$ cat src/rtl/rom_port_arbiter.sv
// rom_port_arbiter
//   Shares the single read port of one genrom between two requesters
//   (0: core fetch, 1: loader/debug). Round-robin arbitration with a
//   request/ready/response handshake; each requester's bounds window is
//   forwarded to the ROM along with its address and extra field.
//
// Ports
//   clk, reset          clock, asynchronous active-high reset
//   rq_valid/addr/extra/lower_bound/upper_bound
//                       per-requester request, slice i = requester i
//   rq_ready            one-hot acceptance (combinational in IDLE/RESP)
//   rs_valid            one-hot single-cycle response strobe
//   rs_data, rs_error   response payload, held after the strobe
//   mem_*               registered ROM read-port drive
//   mem_data, mem_error ROM read result
module rom_port_arbiter #(
    parameter int MEM_ADDR    = 6,
    parameter int MEM_EXTRA   = 4,
    parameter int ROM_LATENCY = 1
) (
    input  logic                            clk,
    input  logic                            reset,
    input  logic [1:0]                      rq_valid,
    input  logic [2*(MEM_ADDR+1)-1:0]       rq_addr,
    input  logic [2*MEM_EXTRA-1:0]          rq_extra,
    input  logic [2*(MEM_ADDR+1)-1:0]       rq_lower_bound,
    input  logic [2*(MEM_ADDR+1)-1:0]       rq_upper_bound,
    output logic [1:0]                      rq_ready,
    output logic [1:0]                      rs_valid,
    output logic [(2**MEM_EXTRA)*8-1:0]     rs_data,
    output logic                            rs_error,
    output logic [MEM_ADDR:0]               mem_addr,
    output logic [MEM_EXTRA-1:0]            mem_extra,
    output logic [MEM_ADDR:0]               mem_lower_bound,
    output logic [MEM_ADDR:0]               mem_upper_bound,
    input  logic [(2**MEM_EXTRA)*8-1:0]     mem_data,
    input  logic                            mem_error
);

    localparam int AW = MEM_ADDR + 1;
    localparam int EW = MEM_EXTRA;
    localparam int DW = (2**MEM_EXTRA) * 8;
    localparam int CW = 3;

    typedef enum logic [1:0] {IDLE, WAIT, RESP} state_t;

    state_t          state_q, state_d;
    logic [CW-1:0]   cnt_q, cnt_d;
    logic            last_q, last_d;   // requester granted most recently
    logic            gnt_q, gnt_d;     // owner of the outstanding access
    logic [AW-1:0]   addr_q, addr_d;
    logic [EW-1:0]   extra_q, extra_d;
    logic [AW-1:0]   lb_q, lb_d;
    logic [AW-1:0]   ub_q, ub_d;
    logic [DW-1:0]   data_q, data_d;
    logic            err_q, err_d;
    logic            g;

    always_ff @(posedge clk or posedge reset) begin
        if (reset) begin
            state_q <= IDLE;
            cnt_q   <= '0;
            last_q  <= 1'b1;
            gnt_q   <= 1'b0;
            addr_q  <= '0;
            extra_q <= '0;
            lb_q    <= '0;
            ub_q    <= '1;
            data_q  <= '0;
            err_q   <= 1'b0;
        end else begin
            state_q <= state_d;
            cnt_q   <= cnt_d;
            last_q  <= last_d;
            gnt_q   <= gnt_d;
            addr_q  <= addr_d;
            extra_q <= extra_d;
            lb_q    <= lb_d;
            ub_q    <= ub_d;
            data_q  <= data_d;
            err_q   <= err_d;
        end
    end

    always_comb begin
        state_d  = state_q;
        cnt_d    = cnt_q;
        last_d   = last_q;
        gnt_d    = gnt_q;
        addr_d   = addr_q;
        extra_d  = extra_q;
        lb_d     = lb_q;
        ub_d     = ub_q;
        data_d   = data_q;
        err_d    = err_q;
        rq_ready = '0;
        rs_valid = '0;
        // Both valid: hand over to the requester not served last time.
        g        = (&rq_valid) ? ~last_q : rq_valid[1];

        case (state_q)
            WAIT: begin
                if (cnt_q == '0) begin
                    data_d  = mem_data;
                    err_d   = mem_error;
                    state_d = RESP;
                end else begin
                    cnt_d = cnt_q - 1'b1;
                end
            end
            IDLE, RESP: begin
                // RESP also accepts, so back-to-back accesses overlap the
                // response cycle with the next grant.
                if (state_q == RESP) rs_valid[gnt_q] = 1'b1;
                state_d = IDLE;
                if (|rq_valid) begin
                    rq_ready[g] = 1'b1;
                    gnt_d       = g;
                    last_d      = g;
                    addr_d      = g ? rq_addr[2*AW-1:AW]        : rq_addr[AW-1:0];
                    extra_d     = g ? rq_extra[2*EW-1:EW]       : rq_extra[EW-1:0];
                    lb_d        = g ? rq_lower_bound[2*AW-1:AW] : rq_lower_bound[AW-1:0];
                    ub_d        = g ? rq_upper_bound[2*AW-1:AW] : rq_upper_bound[AW-1:0];
                    cnt_d       = CW'(ROM_LATENCY - 1);
                    state_d     = WAIT;
                end
            end
            default: state_d = IDLE;
        endcase
    end

    assign rs_data         = data_q;
    assign rs_error        = err_q;
    assign mem_addr        = addr_q;
    assign mem_extra       = extra_q;
    assign mem_lower_bound = lb_q;
    assign mem_upper_bound = ub_q;

endmodule

$ cat config.mk
export PLATFORM = sky130hd
export DESIGN_NAME = rom_port_arbiter
export DESIGN_NICKNAME = d
export VERILOG_FILES = /design/src/rtl/rom_port_arbiter.sv
export SDC_FILE = /design/constraint.sdc
export NUM_CORES = 1
export LEC_CHECK = 0
export CAP_MARGIN = 15
export CORE_MARGIN = 8
export CORE_UTILIZATION = 43
export DETAILED_ROUTE_END_ITERATION = 10
export GPL_ROUTABILITY_DRIVEN = 0
export PLACE_DENSITY = 0.86
export SLEW_MARGIN = 20
export SYNTH_ARGS = -nofsm -noshare
export SYNTH_HDL_FRONTEND = slang
export SYNTH_SLANG_ARGS = --single-unit
export TNS_END_PERCENT = 10
$ cat constraint.sdc
create_clock -name clk -period 11.5 [get_ports clk]
set_clock_uncertainty 0.2 [all_clocks]
set_input_delay 1.725 -clock clk [delete_from_list [all_inputs] [get_ports clk]]
set_output_delay 1.725 -clock clk [all_outputs]
set_load 0.005 [all_outputs]
==> results of run 1 <==
-- cell type report --
class / count / area [µm²] / share of cell area [%]
flip-flops and latches: 161 / 4040 / 37.4
multi-input cells: 237 / 2400 / 22.3
clock buffers: 20 / 437 / 4.05
well taps: 188 / 235 / 2.18
repair buffers: 345 / 3450 / 31.9
clock inverters: 12 / 203 / 1.88
inverters: 6 / 27.5 / 0.255
-- cells by family (layout without fill, tap and decap cells) --
kind of cell	count (synthesis)	after routing	share of synthesized area (%)
DFF	161	161	60.8
muxes	129	129	27.4
AOI/OAI and AO/OA	54	54	4.84
and+or+nand+nor	52	52	3.44
buffers and inverters	29	383	3.14
adders and majority gates	2	2	0.376
-- per-layer routing --
layer  track usage [%]  vias up  share of wire (%)
li1                  -     2173                  -
met1              21.6     2422                 37
met2              36.0      229                 52
met3              7.75       31                9.0
met4              8.46        0                2.2
met5                 0        -                  0
-- where the power goes --
group,internal (mW),switching [mW],total (mW)
registers,0.719,0.0914,0.810
clock network,0.387,0.225,0.613
logic,0.481,0.214,0.695
total,1.59,0.531,2.12
-- worst min-delay path by stage --
| stage | end | cells after the start | slack (ps) |
|---|---|---|---|
| final | mem_upper_bound[2] | 2 | 310 |
| after global routing | rs_data[2] | 1 | 320 |
| after CTS | rs_error | 1 | 310 |
| after detailed placement | rs_data[73] | 1 | 290 |
| after global placement | cnt_q[0] | 1 | 280 |
| after floorplan | cnt_q[0] | 1 | 260 |
-- cell usage in the layout, fill, tap and decap left out, types with 2 or more instances in the layout --
cell type,n
inv_1,5
bufinv_16,5
clkdlybuf4s50_1,340
buf_4,3
clkbuf_16,17
buf_6,2
ha_1,2
inv_6,4
mux2_2,30
a21oi_1,39
nand2_1,20
clkinv_2,2
dfrtp_1,153
a221o_1,6
and3_1,7
dfstp_2,8
o22ai_1,2
mux2_4,99
nor2_1,20
clkbuf_1,3
-- state kept, by name, indices dropped and copies added, names as in the netlist --
register and flops:
rs_data 128, state_q 2, cnt_q 3, mem_upper_bound 7, rs_error 1, mem_extra 4, gnt_q 1, mem_lower_bound 7
last_q 1, mem_addr 7
-- worst reg2reg max path: cells and delay by family, from the launching register on --
family,cells,cell delay [ps]
simple gates,1,740
buf+inv,3,1600
flops,1,360
fa+ha+maj,2,400
mux,1,390
==> results.yml, run 1 <==
critical_path:
  path_class: "input port to output port"
  rr_startpoint: "cnt_q[0]"
  crit_path_end: "rq_ready[1]"
  cp_max_fo: 26
  r2r_end: "rs_data[55]"
  slowest_delay_ps: 580
  slowest_stage: "clkdlybuf4s50_1"
  cp-startpoint: "rq_valid[1]"
  cp-end-kind: "output port"
  cp_cell_sequence: "clkdlybuf4s50_1 > a21bo_1 > nor2_2 > clkdlybuf4s50_1"
  r2r_slack_ps: 7680
  required_ps: 9580
  crit_top_cell: "clkdlybuf4s50_1"
  arrival_ps: 3830
  cp_top_family: "buffers and inverters"
  r2r_cells: 7
  path_depth: 4
  cp_num_buf_inv: 2
  startpoint_type: "input port"
layout:
  final_util_pct: 71.3
  final_area_um2: 10800
  nets: 953
  drive_above_1_share_pct: 22.4
  n_antenna_cell: 0
  stdcell_count: 969
  fillers: 978
  syn_to_final_growth_pct: 62.4
floorplan:
  row_count: 45
  initial_core_util_pct: 43.9
  die-area_um2: 19700
  die_h_um: 140
  die_w_um: 140
  ioPinCount: 341
  core_um2: 15100
routing:
  wl_um: 20300
  drcViolationCount: 0
  drt_iter0_drc: 211
  first_pass_iters: 4
  routed_via_density: 5.01
  ant_nets: 0
  wire_per_inst_um: 20.9
  vias: 4855
synth:
  ys_types: 28
  synth_warnings: 0
  yosysTopAreaCell: "dfrtp_1"
  ys_ff_latch: 161
  synth_edf_count: 0
  synth.most_common_cell: "dfrtp_1"
  ys_seq_area_share_pct: 60.8
  synth_top_area_share_pct: 57.6
  syn_area_um2: 6650
  synth_cells: 427
  async_flop_share_pct: 100
  synthFlopType: "dfrtp_1"
  synthesis.nets: 612
  post_synth.cell_area_avg_um2: 15.6
  yosys-top-cells-count: "dfrtp_1 (153), mux2_4 (99), a21oi_1 (39)"
  synth_area_leaders: "dfrtp_1 (58%), mux2_4 (22%), mux2_2 (5.1%)"
grt:
  track_usage_pct: 20.4
  grt_pass1_vias: 5447
  grt-ovfl-total: 0
  grt_pass1_wl_um: 31100
  grt_start_max_net_pins: 88
  antenna_found_initial: 0
sta:
  finalSetupViolations: 0
  fin_ws_ps: 5740
  max_slew_margin_pct: 34.0
  tns_ps: 0
  period_share_pct: 50.1
  worst_hold_slack_ps: 307
  rsz0062_at_grt: "no"
  slew_violations: 0
  hold_violations: 0
  min_period_ps: 5760
  fmax_ghz: 0.174
  worst_pin_slew_ps: 987
clock_tree:
  htreeDepth: 4
  cts_setup_buffers: 0
  cts_resized: 0
  cts_buffers: 17
  clk_pin_slew_ps: 60
  tritoncts: "done"
  holdBufCountCts: 0
  clockRootBuffer: "clkbuf_16"
  cts_sinks: 161
  clkLatencyLatePin_ps: 410
  cts.path.max_buffers: 2
power_and_ir_drop:
  total_power_mw: 2.12
  ir_drop_v: 0.000100
  power.density_nw_per_um2: 196
  p_leak_nw: 4.81
place:
  dp.cells: 937
  place_ws_ps: 5780
  dpl_cell_area_um2: 10100
  portBuffers: 340
  hpwlAfterDp_um: 15300
run_status:
  status: "completed"
job:
  cap_viol_max_count: 0
min_path:
  min_path_type: "register to register"
  min_from: "mem_upper_bound[2]"
Note: power is estimated with default switching activity, not from simulation.
==> run 2, diff against run 1 <==
- CORE_UTILIZATION: 43 -> 40
- PLACE_DENSITY: 0.86 -> 0.81
- clock period: 11.5 -> 5.8 ns (I/O delays scaled with it)
==> run 2 against run 1 <==
  * Register-to-register slack worse by 4200 ps
  * Clock-buffer cell count is 2 lower
  * Core utilization is 4.9 points lower
  * Worst hold slack worse by 11 ps
  * Critical path type unchanged
==> results.yml, run 2 (synthesized netlist as in run 1, its figures left out) <==
run_status:
  status: "completed"
clock_tree:
  tritoncts: "done"
  cts.path.max_buffers: 2
  cts_sinks: 161
  htreeDepth: 4
  cts_setup_buffers: 0
  clockRootBuffer: "clkbuf_16"
  clk_pin_slew_ps: 60
  cts_resized: 0
  cts_buffers: 17
  clkLatencyLatePin_ps: 410
  holdBufCountCts: 0
power_and_ir_drop:
  p_int_mw: 3.19
  p_leak_nw: 4.84
  switching_share_pct: 24.7
  ir_drop_v: 0.000195
  total_power_mw: 4.23
  pwr-share-clk_pct: 29.6
  combinationalPowerShare_pct: 32.6
  seqPwrFrac_pct: 37.8
  power.switching_mw: 1.05
  power.density_nw_per_um2: 389
routing:
  routed_via_density: 4.76
  drcViolationCount: 0
  wire_per_inst_um: 19.7
  ant_nets: 0
  drt_iter0_drc: 170
  vias: 4768
  first_pass_iters: 4
  wl_um: 19700
critical_path:
  path_class: "input port to output port"
  r2r_end: "rs_data[18]"
  cp-startpoint: "rq_valid[1]"
  rr_startpoint: "cnt_q[0]"
  cp-end-kind: "output port"
  arrival_ps: 2940
  r2r_cells: 6
  cp_max_fo: 26
  r2r_slack_ps: 3460
  required_ps: 4730
  startpoint_type: "input port"
floorplan:
  die_w_um: 145
  core_um2: 16400
  ioPinCount: 341
  row_count: 47
  die-area_um2: 21000
  die_h_um: 145
  initial_core_util_pct: 40.5
layout:
  final_common_cell: "clkdlybuf4s50_1"
  multi_input_area_um2: 2400
  fillers: 1117
  nets: 955
  drive_above_1_share_pct: 22.8
  layout_common_cells: "clkdlybuf4s50_1 (340), dfrtp_1 (153), mux2_4 (99), a21oi_1 (39), mux2_2 (30)"
  largest_reg_flops: 128
  syn_to_final_growth_pct: 63.9
  n_antenna_cell: 0
  seq_area_um2: 4040
grt:
  grt_busiest_layer: "met2"
  grt_pass1_wl_um: 31200
  track_usage_pct: 18.8
  grt_use_met2_pct: 30.6
  grt-ovfl-total: 0
  antenna_found_initial: 0
  use_met3_pct: 7.74
  grtUsageMet1_pct: 21.2
  grt_pass1_vias: 5405
  grt_start_max_net_pins: 67
sta:
  slew_violations: 0
  tns_ps: 0
  max_slew_margin_pct: 50.9
  rsz0062_at_grt: "no"
  period_share_pct: 69.2
  min_period_ps: 4010
  fmax_ghz: 0.249
  worst_pin_slew_ps: 737
  finalSetupViolations: 0
  hold_violations: 0
min_path:
  min_path_type: "register to register"
  min_from: "cnt_q[0]"
  hold_path_end: "cnt_q[0]"
  hold_depth: 1
place:
  portBuffers: 340
  hpwlAfterDp_um: 14900
job:
  cap_viol_max_count: 0
[run 2: cell types whose count changed in the layout (fill, tap and decap cells not counted)]
cell        previous run  this run
buf_12                 0         2
buf_4                  3         4
buf_6                  2         1
bufinv_16              5         6
clkbuf_1               3         1
clkinv_2               2         1
clkinv_4               1         3
clkinvlp_4             1         2
inv_6                  4         2
[run 2: layout make-up]
class	instances	area share, %
clock inverter	13	2.16
multi-input combinational	237	22.1
clock buffer	18	3.94
tap	220	2.53
timing repair buffer	347	32.0
inverter	6	0.253
sequential	161	37.1
[run 2: power by group through the flow]
stage / registers [mW] / logic (mW) / clock network (mW)
finish: 1.60 / 1.38 / 1.25
CTS: 1.60 / 1.40 / 1.28
detailed placement: 1.61 / 1.40 / 0
global route: 1.64 / 1.47 / 1.33
floorplan: 1.61 / 0.539 / 0
global placement: 1.60 / 1.37 / 0
[run 2: how the worst max path moves through the flow]
stage                  endpoint  slack (ps)  depth (start not counted)
global route        rq_ready[1]        1640                          4
CTS                 rq_ready[1]        1790                          4
detailed placement  rq_ready[1]        1800                          4
floorplan              cnt_q[0]         390                          1
global placement    rq_ready[1]        1900                          4
finish              rq_ready[1]        1790                          4
[run 2: stage by stage]
| step | hold slack (ps) | cell area (µm²) | setup slack [ps] | utilization, % | instances |
|---|---|---|---|---|---|
| 4_1_cts | 297 | 10900 | 1790 | 66.4 | 1002 |
| 2_1_floorplan | 259 | 6650 | 395 | - | 427 |
| 5_1_grt | 320 | 10900 | 1640 | 66.4 | 1002 |
| 6_report | 296 | 10900 | 1790 | 66.4 | 1002 |
| 3_5_place_dp | 285 | 10200 | 1800 | 62.4 | 971 |
| 3_3_place_gp | 278 | 10200 | 1900 | 62.3 | 970 |
[run 2: critical path, stage by stage]
cell             delay, ps
clkdlybuf4s50_1        570
a21bo_1                510
nor2_2                 420
clkdlybuf4s50_1        580
[run 2: metal layers]
layer	share of wire, %	vias up
li1	-	2178
met1	39	2307
met2	48	243
met3	9.4	40
met4	3.2	0
met5	0	-
==> run 3, diff against run 2 <==
- CORE_UTILIZATION: 40 -> 36
- PLACE_DENSITY: 0.81 -> 0.77
- clock period: 5.8 -> 3.3 ns (I/O delays scaled with it)
==> run 3 against run 2 <==
  * Flip-flop and latch count stayed put
  * Global-route usage decreased by 1.9 points
  * Clock power rose by 66%
  * Critical endpoint unchanged
  * Largest power group unchanged
  * Highest routed layer unchanged
==> results.yml, run 3 (synthesized netlist as in run 1, its figures left out) <==
run_status:
  status: "completed"
critical_path:
  cp_cell_sequence: "clkdlybuf4s50_1 > a21bo_1 > nor2_2 > clkdlybuf4s50_1"
  startpoint_type: "input port"
  slowest_delay_ps: 550
  arrival_ps: 1920
  required_ps: 2600
  crit_top_cell: "clkdlybuf4s50_1"
  path_class: "input port to output port"
  slowest_stage: "clkdlybuf4s50_1"
  cp_max_fo: 5
  cp-end-kind: "output port"
power_and_ir_drop:
  ir_drop_v: 0.000373
  p_leak_nw: 4.82
  power.density_nw_per_um2: 671
sta:
  tns_ps: 0
  min_period_ps: 2620
  max_slew_margin_pct: 39.6
  rsz0062_at_grt: "no"
  hold_violations: 0
  period_share_pct: 79.3
  slew_violations: 0
  worst_hold_slack_ps: 306
  fmax_ghz: 0.382
  worst_pin_slew_ps: 906
  finalSetupViolations: 0
place:
  portBuffers: 340
  dp.cells: 980
  hpwlAfterDp_um: 14900
grt:
  track_usage_pct: 16.9
  grt_pass1_wl_um: 30900
  antenna_found_initial: 0
  grt_pass1_vias: 5402
  grt-ovfl-total: 0
  grt_start_max_net_pins: 162
layout:
  fillers: 1352
  layout_common_cells: "clkdlybuf4s50_1 (340), dfrtp_1 (153), mux2_4 (99), a21oi_1 (39), mux2_2 (30)"
  stdcell_count: 1012
  seq_area_um2: 4040
  syn_to_final_growth_pct: 63.5
  nets: 955
  largest_reg_flops: 128
  drive_above_1_share_pct: 23.0
  final_common_cell: "clkdlybuf4s50_1"
  multi_input_area_um2: 2400
  n_antenna_cell: 0
routing:
  wire_per_inst_um: 19.7
  drt_iter0_drc: 183
  first_pass_iters: 4
  vias: 4754
  wl_um: 19900
  drcViolationCount: 0
  routed_via_density: 4.70
  ant_nets: 0
floorplan:
  core_um2: 18000
  die_w_um: 152
  row_count: 49
  die-area_um2: 23100
  ioPinCount: 341
  initial_core_util_pct: 36.9
  die_h_um: 152
clock_tree:
  tritoncts: "done"
  cts.path.max_buffers: 2
  cts_buffers: 17
  clockRootBuffer: "clkbuf_16"
  cts_setup_buffers: 0
  holdBufCountCts: 0
  clkLatencyLatePin_ps: 410
  clk_pin_slew_ps: 60
  htreeDepth: 4
  cts_resized: 0
  cts_sinks: 161
min_path:
  min_path_type: "register to register"
job:
  cap_viol_max_count: 0
==> run 3: cell types whose count changed in the layout (fill, tap and decap cells not counted), sizes merged <==
cell    change
bufinv      -3
clkbuf      -1
clkinv      -1
inv         +6
==> run 3: path summary, 6_finish.rpt <==
| path | end | slack, ps | from | cells past startpoint |
|---|---|---|---|---|
| setup / recovery | rq_ready[1] | 680 | rq_valid[1] | 4 |
| hold / removal | rs_data[9] | 310 | rs_data[9] | 1 |
| setup reg to reg | rs_data[20] | 1070 | cnt_q[0] | 6 |
| hold reg to reg | rs_data[9] | 310 | rs_data[9] | 1 |
| max in group asynchronous | rs_data[27] | 1730 | reset | 3 |
| min in group asynchronous | mem_extra[3] | 450 | reset | 3 |
==> run 3: worst max-delay path: cells and delay by family <==
family | cells | cell delay [ps]
AO/OA/AOI/OAI | 1 | 240
buffers and inverters | 2 | 1080
AND/OR/NAND/NOR | 1 | 110
==> run 3: report_power, final <==
part | total [mW] | internal [mW] | switching [mW] | leakage, nW
Clock | 2.07 | 1.22 | 0.853 | 0.302
Combinational | 2.41 | 1.68 | 0.732 | 2.65
Sequential | 2.81 | 2.50 | 0.306 | 1.87
Total | 7.29 | 5.40 | 1.89 | 4.82
==> run 3: area by class of cell <==
class | instances | area share (%)
clock inverter | 15 | 1.77
timing repair buffer | 347 | 32.1
sequential | 161 | 37.2
clock buffer | 17 | 3.91
inverter | 6 | 0.242
multi-input combinational | 237 | 22.1
tap | 229 | 2.64
==> run 3: stage by stage <==
stage	worst slack, ps	power, mW	utilization [%]	instance area, µm²
detailed placement	688	5.28	56.9	10200
global placement	687	5.21	56.9	10200
global route	620	7.65	60.3	10900
CTS	676	7.40	60.3	10900
floorplan	569	3.79	-	6650
finish	683	7.29	60.3	10900
==> run 3: routing by layer <==
metal | GRT usage, % | wire [µm] | vias to the layer above
met5 | 0 | 0 | -
met4 | 9.10 | 735 | 0
met3 | 5.53 | 1430 | 43
met2 | 28.0 | 9930 | 242
met1 | 18.9 | 7800 | 2289
li1 | - | - | 2180
